--- config.mk ---
export PLATFORM = sky130hd
export DESIGN_NAME = btn_debouncer_flat
export DESIGN_NICKNAME = d
export VERILOG_FILES = /design/src/rtl/btn_debouncer_pkg.sv /design/src/rtl/btn_debouncer_if.sv /design/src/rtl/btn_debounce_channel.sv /design/src/rtl/btn_debouncer.sv /design/src/flat_wrapper.sv
export SDC_FILE = /design/constraint.sdc
export NUM_CORES = 1
export LEC_CHECK = 0
export CAP_MARGIN = 20
export CELL_PAD_IN_SITES_DETAIL_PLACEMENT = 1
export CELL_PAD_IN_SITES_GLOBAL_PLACEMENT = 2
export CORE_UTILIZATION = 42
export CTS_CLUSTER_DIAMETER = 80
export CTS_CLUSTER_SIZE = 10
export DETAILED_ROUTE_END_ITERATION = 12
export PLACE_DENSITY = 0.93
export SKIP_LAST_GASP = 1
export SLEW_MARGIN = 15
export SYNTH_ARGS = -nofsm -noshare
export SYNTH_HDL_FRONTEND = slang
export SYNTH_HIERARCHICAL = 1
export SYNTH_SLANG_ARGS = --single-unit
--- constraint.sdc ---
create_clock -name clk -period 4.9 [get_ports clk]
set_clock_uncertainty 0.1 [all_clocks]
set_input_delay 1.47 -clock clk [delete_from_list [all_inputs] [get_ports clk]]
set_output_delay 1.47 -clock clk [all_outputs]
set_load 0.01 [all_outputs]
--- src/rtl/btn_debouncer_pkg.sv ---
// btn_debouncer_pkg: debounce FSM states, default timing constants and counter width helper
package btn_debouncer_pkg;
  typedef enum logic [1:0] {IDLE, PRESS_WAIT, PRESSED, RELEASE_WAIT} state_e;
  localparam int DEF_N_BTN = 3;
  localparam int DEF_STABLE_CYCLES = 500_000;
  localparam int DEF_LONG_CYCLES = 50_000_000;
  function automatic int cnt_width(input int a, input int b);
    return $clog2(a > b ? a : b) + 1;
  endfunction
endpackage

--- src/rtl/btn_debouncer_if.sv ---
// btn_debouncer_if: raw button inputs and conditioned level/pulse outputs
interface btn_debouncer_if
  import btn_debouncer_pkg::*;
#(
  parameter int N_BTN = DEF_N_BTN
);
  logic [N_BTN-1:0] btn_raw;
  logic [N_BTN-1:0] btn_level;
  logic [N_BTN-1:0] btn_press;
  logic [N_BTN-1:0] btn_release;
  logic [N_BTN-1:0] btn_long;
  modport master (output btn_raw, input btn_level, input btn_press, input btn_release, input btn_long);
  modport slave (input btn_raw, output btn_level, output btn_press, output btn_release, output btn_long);
endinterface

--- src/rtl/btn_debounce_channel.sv ---
// btn_debounce_channel: one button (2-FF sync, stability FSM, pulses; long press with BTN_DEBOUNCER_LONG_PRESS_EN)
module btn_debounce_channel
  import btn_debouncer_pkg::*;
#(
  parameter int STABLE_CYCLES = DEF_STABLE_CYCLES,
  parameter int LONG_CYCLES = DEF_LONG_CYCLES
) (
  input  logic clk,
  input  logic rst,
  input  logic raw_i,
  output logic level_o,
  output logic press_o,
  output logic release_o,
  output logic long_o
);
  localparam int CNT_WIDTH = cnt_width(STABLE_CYCLES, LONG_CYCLES);
  localparam logic [CNT_WIDTH-1:0] STABLE_LAST = CNT_WIDTH'(STABLE_CYCLES - 1);
  logic [1:0] sync_q;
  logic s;
  state_e state_q, state_d;
  logic [CNT_WIDTH-1:0] cnt_q, cnt_d, cnt_inc;
  logic level_q, level_d, press_q, press_d, rel_q, rel_d;
  assign s = sync_q[1];
  assign cnt_inc = (&cnt_q) ? cnt_q : cnt_q + 1'b1;
  always_ff @(posedge clk or posedge rst)
    if (rst) begin
      sync_q <= '0;
      state_q <= IDLE;
      cnt_q <= '0;
      level_q <= 1'b0;
      press_q <= 1'b0;
      rel_q <= 1'b0;
    end else begin
      sync_q <= {sync_q[0], raw_i};
      state_q <= state_d;
      cnt_q <= cnt_d;
      level_q <= level_d;
      press_q <= press_d;
      rel_q <= rel_d;
    end
  always_comb begin
    state_d = state_q;
    cnt_d = cnt_q;
    level_d = level_q;
    press_d = 1'b0;
    rel_d = 1'b0;
    case (state_q)
      IDLE: if (s) begin
        state_d = PRESS_WAIT;
        cnt_d = CNT_WIDTH'(1);
      end
      PRESS_WAIT: if (!s) begin
        state_d = IDLE;
        cnt_d = '0;
      end else if (cnt_q == STABLE_LAST) begin
        state_d = PRESSED;
        level_d = 1'b1;
        press_d = 1'b1;
      end else cnt_d = cnt_inc;
      PRESSED: if (!s) begin
        state_d = RELEASE_WAIT;
        cnt_d = CNT_WIDTH'(1);
      end
      RELEASE_WAIT: if (s) begin
        state_d = PRESSED;
        cnt_d = '0;
      end else if (cnt_q == STABLE_LAST) begin
        state_d = IDLE;
        level_d = 1'b0;
        rel_d = 1'b1;
      end else cnt_d = cnt_inc;
      default: state_d = IDLE;
    endcase
  end
  assign level_o = level_q;
  assign press_o = press_q;
  assign release_o = rel_q;
`ifdef BTN_DEBOUNCER_LONG_PRESS_EN
  localparam logic [CNT_WIDTH-1:0] LONG_LAST = CNT_WIDTH'(LONG_CYCLES - 1);
  logic [CNT_WIDTH-1:0] hold_q, hold_d;
  logic long_q, long_d;
  always_comb begin
    hold_d = hold_q;
    long_d = 1'b0;
    if ((state_q == PRESS_WAIT && state_d == PRESSED) || (state_q == RELEASE_WAIT && state_d == IDLE)) hold_d = '0;
    else if (state_q == PRESSED && s) begin
      long_d = hold_q == LONG_LAST;
      hold_d = (&hold_q) ? hold_q : hold_q + 1'b1;
    end
  end
  always_ff @(posedge clk or posedge rst)
    if (rst) begin
      hold_q <= '0;
      long_q <= 1'b0;
    end else begin
      hold_q <= hold_d;
      long_q <= long_d;
    end
  assign long_o = long_q;
`else
  assign long_o = 1'b0;
`endif
endmodule

--- src/rtl/btn_debouncer.sv ---
// btn_debouncer: N_BTN independent debounce channels (long-press pulse with BTN_DEBOUNCER_LONG_PRESS_EN)
module btn_debouncer
  import btn_debouncer_pkg::*;
#(
  parameter int N_BTN = DEF_N_BTN,
  parameter int STABLE_CYCLES = DEF_STABLE_CYCLES,
  parameter int LONG_CYCLES = DEF_LONG_CYCLES
) (
  input logic clk,
  input logic rst,
  btn_debouncer_if.slave bus
);
  for (genvar c = 0; c < N_BTN; c++) begin : g_ch
    btn_debounce_channel #(
      .STABLE_CYCLES(STABLE_CYCLES),
      .LONG_CYCLES(LONG_CYCLES)
    ) u_ch (
      .clk(clk),
      .rst(rst),
      .raw_i(bus.btn_raw[c]),
      .level_o(bus.btn_level[c]),
      .press_o(bus.btn_press[c]),
      .release_o(bus.btn_release[c]),
      .long_o(bus.btn_long[c])
    );
  end
endmodule

--- src/flat_wrapper.sv ---
// flat-port wrapper written by rule: the top's interface ports become plain ports
module btn_debouncer_flat import btn_debouncer_pkg::*;
#(
  parameter int N_BTN = DEF_N_BTN,
  parameter int STABLE_CYCLES = DEF_STABLE_CYCLES,
  parameter int LONG_CYCLES = DEF_LONG_CYCLES
)
  (clk, rst, bus_btn_raw, bus_btn_level, bus_btn_press, bus_btn_release, bus_btn_long);
  btn_debouncer_if #(.N_BTN(N_BTN)) bus_i ();
  input logic clk;
  input logic rst;
  input wire logic [$bits(bus_i.btn_raw)-1:0] bus_btn_raw;
  output wire logic [$bits(bus_i.btn_level)-1:0] bus_btn_level;
  output wire logic [$bits(bus_i.btn_press)-1:0] bus_btn_press;
  output wire logic [$bits(bus_i.btn_release)-1:0] bus_btn_release;
  output wire logic [$bits(bus_i.btn_long)-1:0] bus_btn_long;
  assign bus_i.btn_raw = bus_btn_raw;
  assign bus_btn_level = bus_i.btn_level;
  assign bus_btn_press = bus_i.btn_press;
  assign bus_btn_release = bus_i.btn_release;
  assign bus_btn_long = bus_i.btn_long;
  btn_debouncer #(.N_BTN(N_BTN), .STABLE_CYCLES(STABLE_CYCLES), .LONG_CYCLES(LONG_CYCLES)) u_core (.clk(clk), .rst(rst), .bus(bus_i));
endmodule
; After elaboration in Yosys (flattened, before gate mapping)
; Cells that the tools add are included.
[word_totals]
reg_bits = 102
input_bits = 5
wordCells = 147
[classes]
n_addsub = 3
n_eq_ne = 36
muxes = 72
reduce_logical = 18
[ops]
columns = operator, count
row1 = 27-bit 2-to-1 mux, 18
row2 = 27-bit one-hot mux with 4 select lines, 3
row3 = 27-bit by 1-bit adder with 27-bit output (second input constant), 3
row4 = 27-bit by 19-bit == test with 1-bit output (second input constant), 3
row5 = 27-bit AND reduction, 3
row6 = 2-bit 2-to-1 mux, 18
row7 = 2-bit != test (second input constant), 18
row8 = 1-bit 2-to-1 mux, 27
row9 = 2-bit one-hot mux with 4 select lines, 3
row10 = 3-bit != test (second input constant), 6
row11 = 5-bit AND reduction, 3
row12 = 2-bit == test (second input constant), 6
row13 = 4-bit AND reduction, 3
row14 = 2-bit by 1-bit == test with 1-bit output (second input constant), 3
row15 = 2-bit zero test, 3
row16 = 1-bit one-hot mux with 2 select lines, 3
row17 = 2-bit AND reduction, 3
row18 = 2-bit nonzero test, 3

; Depth between registers and ports, before layout
; Gate-level depths: netlist (run 1).
[logic_depth]
ltp_word = 5
mapped_depth = 10
depth_no_buf = 7

; By module
; Netlist (run 1), hierarchy kept.
[by_module_without_submodules]
columns = module, n_inst, cells_each, area_per_inst_um2, seq_area_each_um2
row1 = btn_debounce_channel at u_core.g_ch[1].u_ch, 1, 232, 2103.3, 850.8
row2 = btn_debounce_channel at u_core.g_ch[0].u_ch, 1, 208, 1880.6, 850.8
row3 = btn_debounce_channel at u_core.g_ch[2].u_ch, 1, 203, 1850.5, 850.8

; Worst setup path before layout (run 1)
; OpenSTA, ideal clock, no wires.
[synth_timing]
path_kind = register to register
from = register u_core.g_ch[2].u_ch.cnt_q[24]
to = register u_core.g_ch[2].u_ch.cnt_q[1]
t_arrival_ns = 1.985
required_time_ns = 4.662
path_slack_ns = 2.677
stages_incl_launch_ff = 8
cell_sequence = dfrtp_1 > or4_1 > or3_1 > or2_0 > buf_6 > nand2_4 > mux2i_1 > o22ai_1
[synth_via]
elab_chain_cells = 5
[synth_lines]
columns = element, line_no
row1 = from (decl), btn_debounce_channel.sv:21  ; logic [CNT_WIDTH-1:0] cnt_q, cnt_d, cnt_inc;
row2 = from (signal assigned), btn_debounce_channel.sv:36  ; cnt_q <= cnt_d;
row3 = 27-bit AND reduction, btn_debounce_channel.sv:24  ; assign cnt_inc = (&cnt_q) ? cnt_q : cnt_q + 1'b1;
row4 = 27-bit 2-to-1 mux, btn_debounce_channel.sv:24
row5 = 27-bit 2-to-1 mux *, "btn_debounce_channel.sv:55, btn_debounce_channel.sv:67"
row6 = "27-bit 2-to-1 mux, on equally long branches", "btn_debounce_channel.sv:64, btn_debounce_channel.sv:52"
row7 = 27-bit one-hot mux with 4 select lines *, btn_debounce_channel.sv:47  ; case (state_q)
; Every way passes the cells marked *; elsewhere a longest branch is shown, timed or not.
; A chain may end at the register's enable or synchronous reset.

; Final worst setup path (run 1)
[layout_timing]
from = register u_core.g_ch[0].u_ch.cnt_q[22]
to = register u_core.g_ch[0].u_ch.cnt_q[10]
[layout_via]
elab_chain_cells = 5
[layout_lines]
columns = element, line_no
row1 = from (decl), btn_debounce_channel.sv:21
row2 = from (signal assigned), btn_debounce_channel.sv:36
row3 = 27-bit AND reduction, btn_debounce_channel.sv:24
row4 = 27-bit 2-to-1 mux, btn_debounce_channel.sv:24
row5 = 27-bit 2-to-1 mux *, "btn_debounce_channel.sv:55, btn_debounce_channel.sv:67"
row6 = "27-bit 2-to-1 mux, on equally long branches", "btn_debounce_channel.sv:64, btn_debounce_channel.sv:52"
row7 = 27-bit one-hot mux with 4 select lines *, btn_debounce_channel.sv:47
; Marks and branches as above.

==> results of run 1 <==
through the flow:
stage / total power, W / area [sq um] / instances
2_1_floorplan: 0.000943 / 5830 / 643
3_3_place_gp: 0.000968 / 6010 / 804
3_5_place_dp: 0.000975 / 6010 / 804
4_1_cts: 0.00167 / 6290 / 820
5_1_grt: 0.00171 / 6310 / 822
6_report: 0.00165 / 6310 / 822
cells in the mapped netlist, drive strengths merged, types with 9 or more instances:
master / number / area (sq um)
o31ai: 10 / 75.1
nand2: 62 / 243
or4: 20 / 154
xor2: 15 / 131
nand4: 35 / 240
buf: 21 / 178
nor2: 42 / 163
nand3: 47 / 240
o21ai: 43 / 215
inv: 12 / 45.0
or3: 29 / 181
dfrtp: 102 / 2550
and4: 9 / 80.1
a21oi: 42 / 214
clkbuf: 16 / 60.1
and3: 18 / 121
nor4: 12 / 87.6
layout make-up:
class	count	area (sq um)	share of cell area [%]
clock buffers	12	246	3.91
flip-flops and latches	102	2550	40.5
multi-input cells	492	3000	47.6
clock inverters	4	31.3	0.496
inverters	12	45.0	0.714
repair buffers	24	213	3.37
well taps	176	220	3.49
path summary, 6_finish.rpt:
check / endpoint / depth (start not counted)
worst max register to register: u_core/g_ch[0].u_ch/cnt_q[10]$_DFFE_PP0P_ / 6
min in group asynchronous: u_core/g_ch[0].u_ch/cnt_q[6]$_DFFE_PP0P_ / 3
max in group asynchronous: u_core/g_ch[1].u_ch/cnt_q[12]$_DFFE_PP0P_ / 3
worst min-delay path: u_core/g_ch[1].u_ch/sync_q[1]$_DFF_PP0_ / 0
worst max-delay path: u_core/g_ch[0].u_ch/cnt_q[10]$_DFFE_PP0P_ / 6
worst min register to register: u_core/g_ch[1].u_ch/sync_q[1]$_DFF_PP0_ / 0
sequential cells by signal, summed over array words and instances, names as in the netlist, named ones only:
name	flops
u_core/g_ch.u_ch/press_o	3
u_core/g_ch.u_ch/level_o	3
u_core/g_ch.u_ch/cnt_q	81
u_core/g_ch.u_ch/state_q	3
u_core/g_ch.u_ch/sync_q	6
u_core/g_ch.u_ch/release_o	3
cell families (layout without fill, tap and decap cells):
family | count (synthesis) | after routing | share of synthesized area (%)
AND/OR/NAND/NOR | 312 | 312 | 30.8
buffers and inverters | 49 | 52 | 4.85
adder cells (fa/ha/maj) | 3 | 3 | 0.643
AO/OA/AOI/OAI | 149 | 149 | 16.0
flip-flops | 102 | 102 | 43.7
XOR/XNOR | 23 | 23 | 3.45
other | 3 | 3 | 0.193
multiplexers | 2 | 2 | 0.343
routing by layer:
layer | vias to the layer above | wire, um | track usage (%)
met2 | 92 | 7970 | 39.8
met5 | - | 0 | 0
li1 | 2422 | - | -
met4 | 0 | 240 | 7.03
met3 | 21 | 525 | 4.66
met1 | 2644 | 6930 | 29.5
report_power, final:
| part | total (W) | switching [W] | internal [W] |
|---|---|---|---|
| clock network | 0.000689 | 0.000327 | 0.000362 |
| registers | 0.000869 | 0.0000183 | 0.000851 |
| logic | 0.0000907 | 0.0000651 | 0.0000256 |
| total | 0.00165 | 0.000411 | 0.00124 |
==> impl_metrics.env, run 1 <==
export IMPL_status="complete, no violations"
export IMPL_cts_buffer_depth=2
export IMPL_hold_ws_ns=0.262
export IMPL_place_hpwl_mm=10.8
export IMPL_final_max_slew_violation_count=0
export IMPL_cts_tree="yes"
export IMPL_ioPinCount=17
export IMPL_crit_buf_inv=1
export IMPL_syn_to_final_growth_pct=8.11
export IMPL_path_delay_family="simple AND/OR/NAND/NOR gates"
export IMPL_cpPeakStageDelay_ns=0.65
export IMPL_postLayoutSetupSlackWorst_ns=1.97
export IMPL_cts_root_buf="clkbuf_16"
export IMPL_h_tree_depth=3
export IMPL_post_place_ws_ns=1.97
export IMPL_start_util_pct=43.5
export IMPL_finalSetupViolCount=0
export IMPL_ys_seq_elements=102
export IMPL_async_flop_share_pct=100
export IMPL_period_share_pct=59.7
export IMPL_rsz0062_at_grt="false"
export IMPL_drt_total_wl_mm=15.7
export IMPL_drtPass1Iterations=4
export IMPL_grt_pass1_wl_mm=26.8
export IMPL_gp_congestion=0.823
export IMPL_cp_startpoint="u_core/g_ch[0].u_ch/cnt_q[22]$_DFFE_PP0P_"
export IMPL_numClockSinks=102
export IMPL_die_x_um=120
export IMPL_rrSetupSlack_ns=1.97
export IMPL_grt_pass1_vias=5405
export IMPL_die_h_um=120
export IMPL_r2r_start="u_core/g_ch[0].u_ch/cnt_q[22]$_DFFE_PP0P_"
export IMPL_arrival_ns=3.10
export IMPL_drv_cap=0
export IMPL_synthFlopType="dfrtp_1"
export IMPL_timing_setup_tns_ns=0
export IMPL_n_fill_cell=1553
export IMPL_hold_violations=0
export IMPL_period_minus_slack_ns=2.93
export IMPL_seq_area_frac_synth_pct=43.7
export IMPL_worstSkewPairLatency_ns=0.36
export IMPL_hold_class="flop to flop"
export IMPL_antenna_found_initial=0
export IMPL_row_count=42
export IMPL_ys_warn_count=6
export IMPL_cts_resized=0
export IMPL_cts_buffers=9
export IMPL_syn_nets=651
export IMPL_max_slew_margin_pct=43.5
export IMPL_hp_start="u_core/g_ch[1].u_ch/sync_q[0]$_DFF_PP0_"
export IMPL_yosys_cell_types_count=74
export IMPL_tightest_slew_ns=0.845
export IMPL_synth_edff_count=0
export IMPL_grt_use_total_pct=23.3
export IMPL_cp_start_kind="flop"
export IMPL_mostFrequentLayoutCell="dfrtp_1"
export IMPL_initialDrtViolationCount=282
export IMPL_postCtsHoldBufs=0
export IMPL_avgViaCountPerCell=6.30
export IMPL_drc_errors=0
export IMPL_port_buffers=13
export IMPL_final_cell_mix="dfrtp_1, nand2_1, nand3_1"
export IMPL_p_per_area_nw_per_um2=262
export IMPL_synth_area_sq_um=5830
export IMPL_fmax_mhz=342
export IMPL_utilization_pct=47.1
export IMPL_n_antenna_cell=0
export IMPL_fin_nets=649
export IMPL_drive_gt1_share_pct=7.28
export IMPL_num_vias=5179
export IMPL_grt_remaining_overflow=0
export IMPL_cp_max_fo=28
export IMPL_crit_chain="or4_1 -> nor4_2 -> a32o_1 -> buf_4 -> o21ai_0 -> a21oi_1"
export IMPL_crit_slowest_cell="a32o_1"
export IMPL_core_area_sq_um=13400
export IMPL_irDropWorstVdd_mv=0.162
export IMPL_synthesis_instances=643
export IMPL_drtAntennaViolNets=0
export IMPL_p_leak_nw=2.47
export IMPL_end_kind="flop"
export IMPL_avgSynthCellArea_sq_um=9.07
export IMPL_wire_per_inst_um=19.1
export IMPL_cts_setup_buffers=0
export IMPL_grt_max_degree=35
export IMPL_worstSetupPathType="flop to flop"
export IMPL_cp_required_ns=5.07
export IMPL_clk_pin_slew_ns=0.07
export IMPL_die_area_sq_um=14400
Power figures use the tool's default switching activity.
==> run 2: changes to the inputs <==
--- a/config.mk
+++ b/config.mk
@@ -8,11 +8,11 @@
 export CAP_MARGIN = 20
 export CELL_PAD_IN_SITES_DETAIL_PLACEMENT = 1
 export CELL_PAD_IN_SITES_GLOBAL_PLACEMENT = 2
-export CORE_UTILIZATION = 42
+export CORE_UTILIZATION = 36
 export CTS_CLUSTER_DIAMETER = 80
 export CTS_CLUSTER_SIZE = 10
 export DETAILED_ROUTE_END_ITERATION = 12
-export PLACE_DENSITY = 0.93
+export PLACE_DENSITY = 0.86
 export SKIP_LAST_GASP = 1
 export SLEW_MARGIN = 15
 export SYNTH_ARGS = -nofsm -noshare
==> constraint.sdc (replaced) <==
create_clock -name clk -period 2.4 [get_ports clk]
set_clock_uncertainty 0.1 [all_clocks]
set_input_delay 0.72 -clock clk [delete_from_list [all_inputs] [get_ports clk]]
set_output_delay 0.72 -clock clk [all_outputs]
set_load 0.01 [all_outputs]
==> run 2 against run 1 <==
Against the previous run:
- non-clock buffer count grew 31
- count of clock-buffer cells in the layout is the same
- clock power grew 110%
- fmax grew 23%
- sequential power grew 100%
- power grew 110%
- die area grew 16%
- flip-flop and latch count is the same
- highest routed layer unchanged
- critical path depth grew 1
- combinational power grew 120%
- first-iteration DRC count shrank 32%
- critical path type unchanged
- worst hold slack is essentially flat
==> impl_metrics.env, run 2 (synthesized netlist as in run 1, its figures left out) <==
export IMPL_status="complete, no violations"
export IMPL_mostFrequentLayoutCell="dfrtp_1"
export IMPL_finalSetupViolCount=0
export IMPL_syn_to_final_growth_pct=13.7
export IMPL_p_per_area_nw_per_um2=514
export IMPL_period_share_pct=99.2
export IMPL_arrival_ns=2.50
export IMPL_place_hpwl_mm=11.3
export IMPL_cp_start_kind="flop"
export IMPL_hold_violations=0
export IMPL_grt_remaining_overflow=0
export IMPL_max_slew_margin_pct=56.2
export IMPL_fmax_mhz=420
export IMPL_cts_buffers=9
export IMPL_rsz0062_at_grt="true"
export IMPL_ioPinCount=17
export IMPL_die_h_um=129
export IMPL_end_kind="flop"
export IMPL_period_minus_slack_ns=2.38
export IMPL_fin_nets=680
export IMPL_start_util_pct=36.9
export IMPL_drtPass1Iterations=4
export IMPL_p_leak_nw=2.63
export IMPL_placed_cells=875
export IMPL_cts_buffer_depth=2
export IMPL_cp_required_ns=2.52
export IMPL_gp_congestion=0.903
export IMPL_port_buffers=13
export IMPL_final_max_slew_violation_count=0
export IMPL_grt_use_total_pct=20.1
export IMPL_irDropWorstVdd_mv=0.359
export IMPL_die_x_um=129
export IMPL_avgViaCountPerCell=5.88
export IMPL_die_area_sq_um=16700
export IMPL_top_regs="u_core/g_ch.u_ch/cnt_q: 81 flops, u_core/g_ch.u_ch/sync_q: 6 flops"
export IMPL_drc_errors=0
export IMPL_cp_max_fo=5
export IMPL_grt_pass1_vias=5353
export IMPL_grt_pass1_wl_mm=26.7
export IMPL_placed_cell_area_sq_um=6310
export IMPL_core_area_sq_um=15800
export IMPL_n_antenna_cell=0
export IMPL_final_cell_mix="dfrtp_1, nand2_1, nand3_1"
export IMPL_drv_cap=0
export IMPL_worstSetupPathType="flop to flop"
export IMPL_wire_per_inst_um=17.7
export IMPL_tightest_slew_ns=0.653
export IMPL_drtAntennaViolNets=0
export IMPL_clk_pin_slew_ns=0.07
export IMPL_drt_total_wl_mm=15.8
export IMPL_initialDrtViolationCount=191
export IMPL_num_vias=5248
export IMPL_hold_class="flop to flop"
export IMPL_grt_max_degree=35
export IMPL_row_count=46
export IMPL_postLayoutCellArea_sq_um=6630
export IMPL_h_tree_depth=3
export IMPL_largest_reg_flops=81
export IMPL_drive_gt1_share_pct=12.0
export IMPL_cts_root_buf="clkbuf_16"
export IMPL_antenna_found_initial=0
export IMPL_finalNonFillerCells=893
export IMPL_largest_register="u_core/g_ch.u_ch/cnt_q"
export IMPL_worstSkewPairLatency_ns=0.35
export IMPL_postCtsHoldBufs=0
export IMPL_numClockSinks=102
export IMPL_cts_tree="yes"
[run 2: cell types whose count changed in the layout (fill, tap and decap cells not counted), sizes merged]
cell,delta
clkinvlp,+1
buf,+31
clkinv,-1
[run 2: layer usage]
layer | vias to the layer above | wire length (um) | global-route usage (%)
li1 | 2481 | - | -
met1 | 2683 | 7180 | 25.3
met2 | 67 | 8050 | 35.5
met3 | 17 | 396 | 3.26
met4 | 0 | 193 | 5.81
met5 | - | 0 | 0
[run 2: final cells by class]
cell class                 instances  area [sq um]
clock inverter                     4          30.0
multi-input combinational        492          3020
timing repair buffer              55           458
clock buffer                      12           256
fill                            1857          9200
tap                              216           270
sequential                       102          2550
inverter                          12          45.0
[run 2: power breakdown]
group	switching [W]	internal, W	leakage, nW
clock	0.000667	0.000765	0.139
combinational	0.000138	0.0000647	1.10
sequential	0.0000327	0.00174	1.39
[run 2: timing repair]
item	in CTS	in global routing
setup buffers	0	2
setup endpoints to repair	0	15
resized for setup	0	4
[run 2: path summary, 6_finish.rpt]
check / from / endpoint / slack (ns) / cells past startpoint
min in group asynchronous: rst / u_core/g_ch[0].u_ch/cnt_q[22]$_DFFE_PP0P_ / 0.84 / 3
min: u_core/g_ch[1].u_ch/sync_q[0]$_DFF_PP0_ / u_core/g_ch[1].u_ch/sync_q[1]$_DFF_PP0_ / 0.26 / 0
max reg2reg: u_core/g_ch[2].u_ch/cnt_q[25]$_DFFE_PP0P_ / u_core/g_ch[2].u_ch/cnt_q[1]$_DFFE_PP0P_ / 0.02 / 7
max: u_core/g_ch[2].u_ch/cnt_q[25]$_DFFE_PP0P_ / u_core/g_ch[2].u_ch/cnt_q[1]$_DFFE_PP0P_ / 0.02 / 7
min reg2reg: u_core/g_ch[1].u_ch/sync_q[0]$_DFF_PP0_ / u_core/g_ch[1].u_ch/sync_q[1]$_DFF_PP0_ / 0.26 / 0
max in group asynchronous: rst / u_core/g_ch[0].u_ch/cnt_q[0]$_DFFE_PP0P_ / 1.01 / 3
[run 2: per-stage QoR]
| step | setup TNS, ns | hold WS, ns | total power, W | setup slack (ns) | utilization [%] |
|---|---|---|---|---|---|
| after floorplan | 0 | 0.231 | 0.00192 | 0.177 | - |
| after global placement | 0 | 0.233 | 0.00200 | 0.134 | 39.9 |
| after detailed placement | 0 | 0.242 | 0.00201 | 0.0432 | 39.9 |
| after CTS | 0 | 0.266 | 0.00346 | 0.0214 | 41.7 |
| after global routing | -0.0698 | 0.272 | 0.00354 | -0.0531 | 41.9 |
| final | 0 | 0.262 | 0.00341 | 0.0183 | 41.9 |
[run 2: critical path, stage by stage (launching register included)]
cell	delay (ns)
dfrtp_1	0.40
or4_1	0.53
or3_1	0.39
or2_0	0.26
buf_4	0.18
nand2_4	0.08
mux2i_1	0.21
o22ai_1	0.11
==> run 3: changes to the inputs <==
--- a/config.mk
+++ b/config.mk
@@ -8,11 +8,11 @@
 export CAP_MARGIN = 20
 export CELL_PAD_IN_SITES_DETAIL_PLACEMENT = 1
 export CELL_PAD_IN_SITES_GLOBAL_PLACEMENT = 2
-export CORE_UTILIZATION = 36
+export CORE_UTILIZATION = 39
 export CTS_CLUSTER_DIAMETER = 80
 export CTS_CLUSTER_SIZE = 10
 export DETAILED_ROUTE_END_ITERATION = 12
-export PLACE_DENSITY = 0.86
+export PLACE_DENSITY = 0.88
 export SKIP_LAST_GASP = 1
 export SLEW_MARGIN = 15
 export SYNTH_ARGS = -nofsm -noshare
==> constraint.sdc (replaced) <==
create_clock -name clk -period 2.2 [get_ports clk]
set_clock_uncertainty 0.1 [all_clocks]
set_input_delay 0.22 -clock clk [delete_from_list [all_inputs] [get_ports clk]]
set_output_delay 0.22 -clock clk [all_outputs]
set_load 0.01 [all_outputs]
==> run 3 against run 2 <==
Against the previous run:
- the flow now finishes with violations (setup timing)
- power rose by 10%
- global-route usage increased by 3.6 points
- largest cell class unchanged
- highest routed layer unchanged
- final cell count rose by 2.9%
==> impl_metrics.env, run 3 (synthesized netlist as in run 1, its figures left out) <==
export IMPL_status="finished, violations left"
export IMPL_violations="setup timing"
export IMPL_final_cell_mix="dfrtp_1, buf_4, nand2_1"
export IMPL_worstSetupPathType="flop to flop"
export IMPL_fin_nets=740
export IMPL_grt_pass1_vias=6086
export IMPL_end_kind="flop"
export IMPL_clk_pin_slew_ns=0.07
export IMPL_avgViaCountPerCell=6.20
export IMPL_ioPinCount=17
export IMPL_core_area_sq_um=14600
export IMPL_grt_max_degree=35
export IMPL_n_fill_cell=1649
export IMPL_cp_max_fo=8
export IMPL_cts_buffers=9
export IMPL_postLayoutSetupSlackWorst_ns=-0.107
export IMPL_largest_register="u_core/g_ch.u_ch/cnt_q"
export IMPL_worst_r2r_path_depth=7
export IMPL_start_util_pct=40.0
export IMPL_period_minus_slack_ns=2.31
export IMPL_hold_violations=0
export IMPL_die_area_sq_um=15500
export IMPL_drv_cap=0
export IMPL_gp_congestion=0.869
export IMPL_postCtsHoldBufs=0
export IMPL_min_path_cells=1
export IMPL_cts_root_buf="clkbuf_16"
export IMPL_top_regs="u_core/g_ch.u_ch/cnt_q: 81 flops, u_core/g_ch.u_ch/sync_q: 6 flops"
export IMPL_cp_required_ns=2.32
export IMPL_r2r_start="u_core/g_ch[2].u_ch/cnt_q[5]$_DFFE_PP0P_"
export IMPL_cts_tree="yes"
export IMPL_largest_reg_flops=81
export IMPL_initialDrtViolationCount=338
export IMPL_cpPeakStageDelay_ns=0.54
export IMPL_antenna_found_initial=0
export IMPL_h_tree_depth=3
export IMPL_drive_gt1_share_pct=25.0
export IMPL_finalSetupViolCount=13
export IMPL_n_antenna_cell=0
export IMPL_syn_to_final_growth_pct=25.5
export IMPL_rrSetupSlack_ns=-0.11
export IMPL_crit_slowest_cell="or4_4"
export IMPL_grt_remaining_overflow=0
export IMPL_num_vias=5701
export IMPL_regToRegEndpoint="u_core/g_ch[2].u_ch/cnt_q[1]$_DFFE_PP0P_"
export IMPL_cp_startpoint="u_core/g_ch[2].u_ch/cnt_q[5]$_DFFE_PP0P_"
export IMPL_hold_class="input pin to flop"
export IMPL_cp_start_kind="flop"
export IMPL_placed_cell_area_sq_um=6590
export IMPL_die_h_um=124
export IMPL_final_max_slew_violation_count=0
export IMPL_drtAntennaViolNets=0
export IMPL_port_buffers=13
export IMPL_postLayoutCellArea_sq_um=7320
export IMPL_period_share_pct=105
export IMPL_wire_per_inst_um=20.4
export IMPL_die_x_um=124
export IMPL_worstSkewPairLatency_ns=0.36
export IMPL_p_leak_nw=3.03
export IMPL_cts_buffer_depth=2
export IMPL_irDropWorstVdd_mv=0.365
export IMPL_tightest_slew_ns=0.492
export IMPL_drc_errors=0
export IMPL_arrival_ns=2.43
export IMPL_drtPass1Iterations=4
export IMPL_utilization_pct=50.2
export IMPL_timing_setup_tns_ns=-0.753
export IMPL_drt_total_wl_mm=18.8
export IMPL_place_hpwl_mm=12.3
export IMPL_hp_start="bus_btn_raw[1]"
export IMPL_p_per_area_nw_per_um2=512
export IMPL_numClockSinks=102
export IMPL_crit_chain="or4_4 -> or3_4 -> or2_1 -> buf_6 -> nand2_4 -> mux2i_1 -> o22ai_1"
export IMPL_grt_use_total_pct=23.7
export IMPL_fmax_mhz=434
export IMPL_rsz0062_at_grt="true"
export IMPL_endpoint="u_core/g_ch[2].u_ch/cnt_q[1]$_DFFE_PP0P_"
export IMPL_grt_pass1_wl_mm=30.1
export IMPL_max_slew_margin_pct=66.9
export IMPL_row_count=44
export IMPL_mostFrequentLayoutCell="dfrtp_1"
==> run 3: cell types whose count changed in the layout (fill, tap and decap cells not counted), moves of 6 or more <==
cell	before	now
a21oi_2	0	9
or4_1	19	13
or4_4	1	7
buf_6	0	7
buf_4	41	92
a21oi_1	41	32
==> run 3: power breakdown <==
part | leakage, nW | total [W] | switching [W] | internal [W]
clock network | 0.133 | 0.00154 | 0.000725 | 0.000818
registers | 1.39 | 0.00193 | 0.0000304 | 0.00190
logic | 1.50 | 0.000279 | 0.000182 | 0.0000969
==> run 3: worst max-delay path: cells and delay by family (launching register included) <==
kind                   cells  cell delay, ns
DFF                        1            0.39
and+or+nand+nor            4            1.25
muxes                      1            0.19
AOI/OAI and AO/OA          1            0.09
buffers and inverters      1            0.16
==> run 3: area by class of cell <==
class                   count  area [sq um]  area share (%)
flip-flops and latches    102          2550            34.9
clock inverters             3          21.3           0.291
well taps                 184           230            3.15
inverters                  12          45.0           0.615
repair buffers            113           920            12.6
multi-input cells         494          3300            45.0
clock buffers              11           253            3.45
==> run 3: worst min-delay path by stage <==
stage                                                         end  slack [ns]
final                     u_core/g_ch[1].u_ch/sync_q[0]$_DFF_PP0_        0.20
after global routing      u_core/g_ch[1].u_ch/sync_q[0]$_DFF_PP0_        0.20
after CTS                 u_core/g_ch[1].u_ch/sync_q[0]$_DFF_PP0_        0.19
after detailed placement  u_core/g_ch[1].u_ch/sync_q[1]$_DFF_PP0_        0.24
after global placement    u_core/g_ch[1].u_ch/sync_q[1]$_DFF_PP0_        0.23
after floorplan           u_core/g_ch[0].u_ch/sync_q[0]$_DFF_PP0_        0.15
==> run 3: stage by stage <==
stage / setup WS (ns) / power, W / hold WS [ns] / cells
floorplan: 0.0126 / 0.00210 / 0.151 / 643
global placement: -0.0762 / 0.00219 / 0.234 / 885
detailed placement: -0.182 / 0.00221 / 0.238 / 885
CTS: -0.0775 / 0.00377 / 0.191 / 907
global route: -0.183 / 0.00388 / 0.200 / 919
finish: -0.107 / 0.00375 / 0.200 / 919
==> run 3: timing repair <==
item,CTS,global route
resized for setup,14,56
pin swaps,12,24
gates cloned,1,1
setup buffers,7,11
setup endpoints to repair,31,69
==> run 3: metal layers <==
layer  wire, um  vias to the layer above  GRT usage [%]
li1           -                     2594              -
met1       7920                     2942           28.5
met2       9790                      128           41.2
met3        652                       37           4.90
met4        403                        0           9.43
met5          0                        -              0
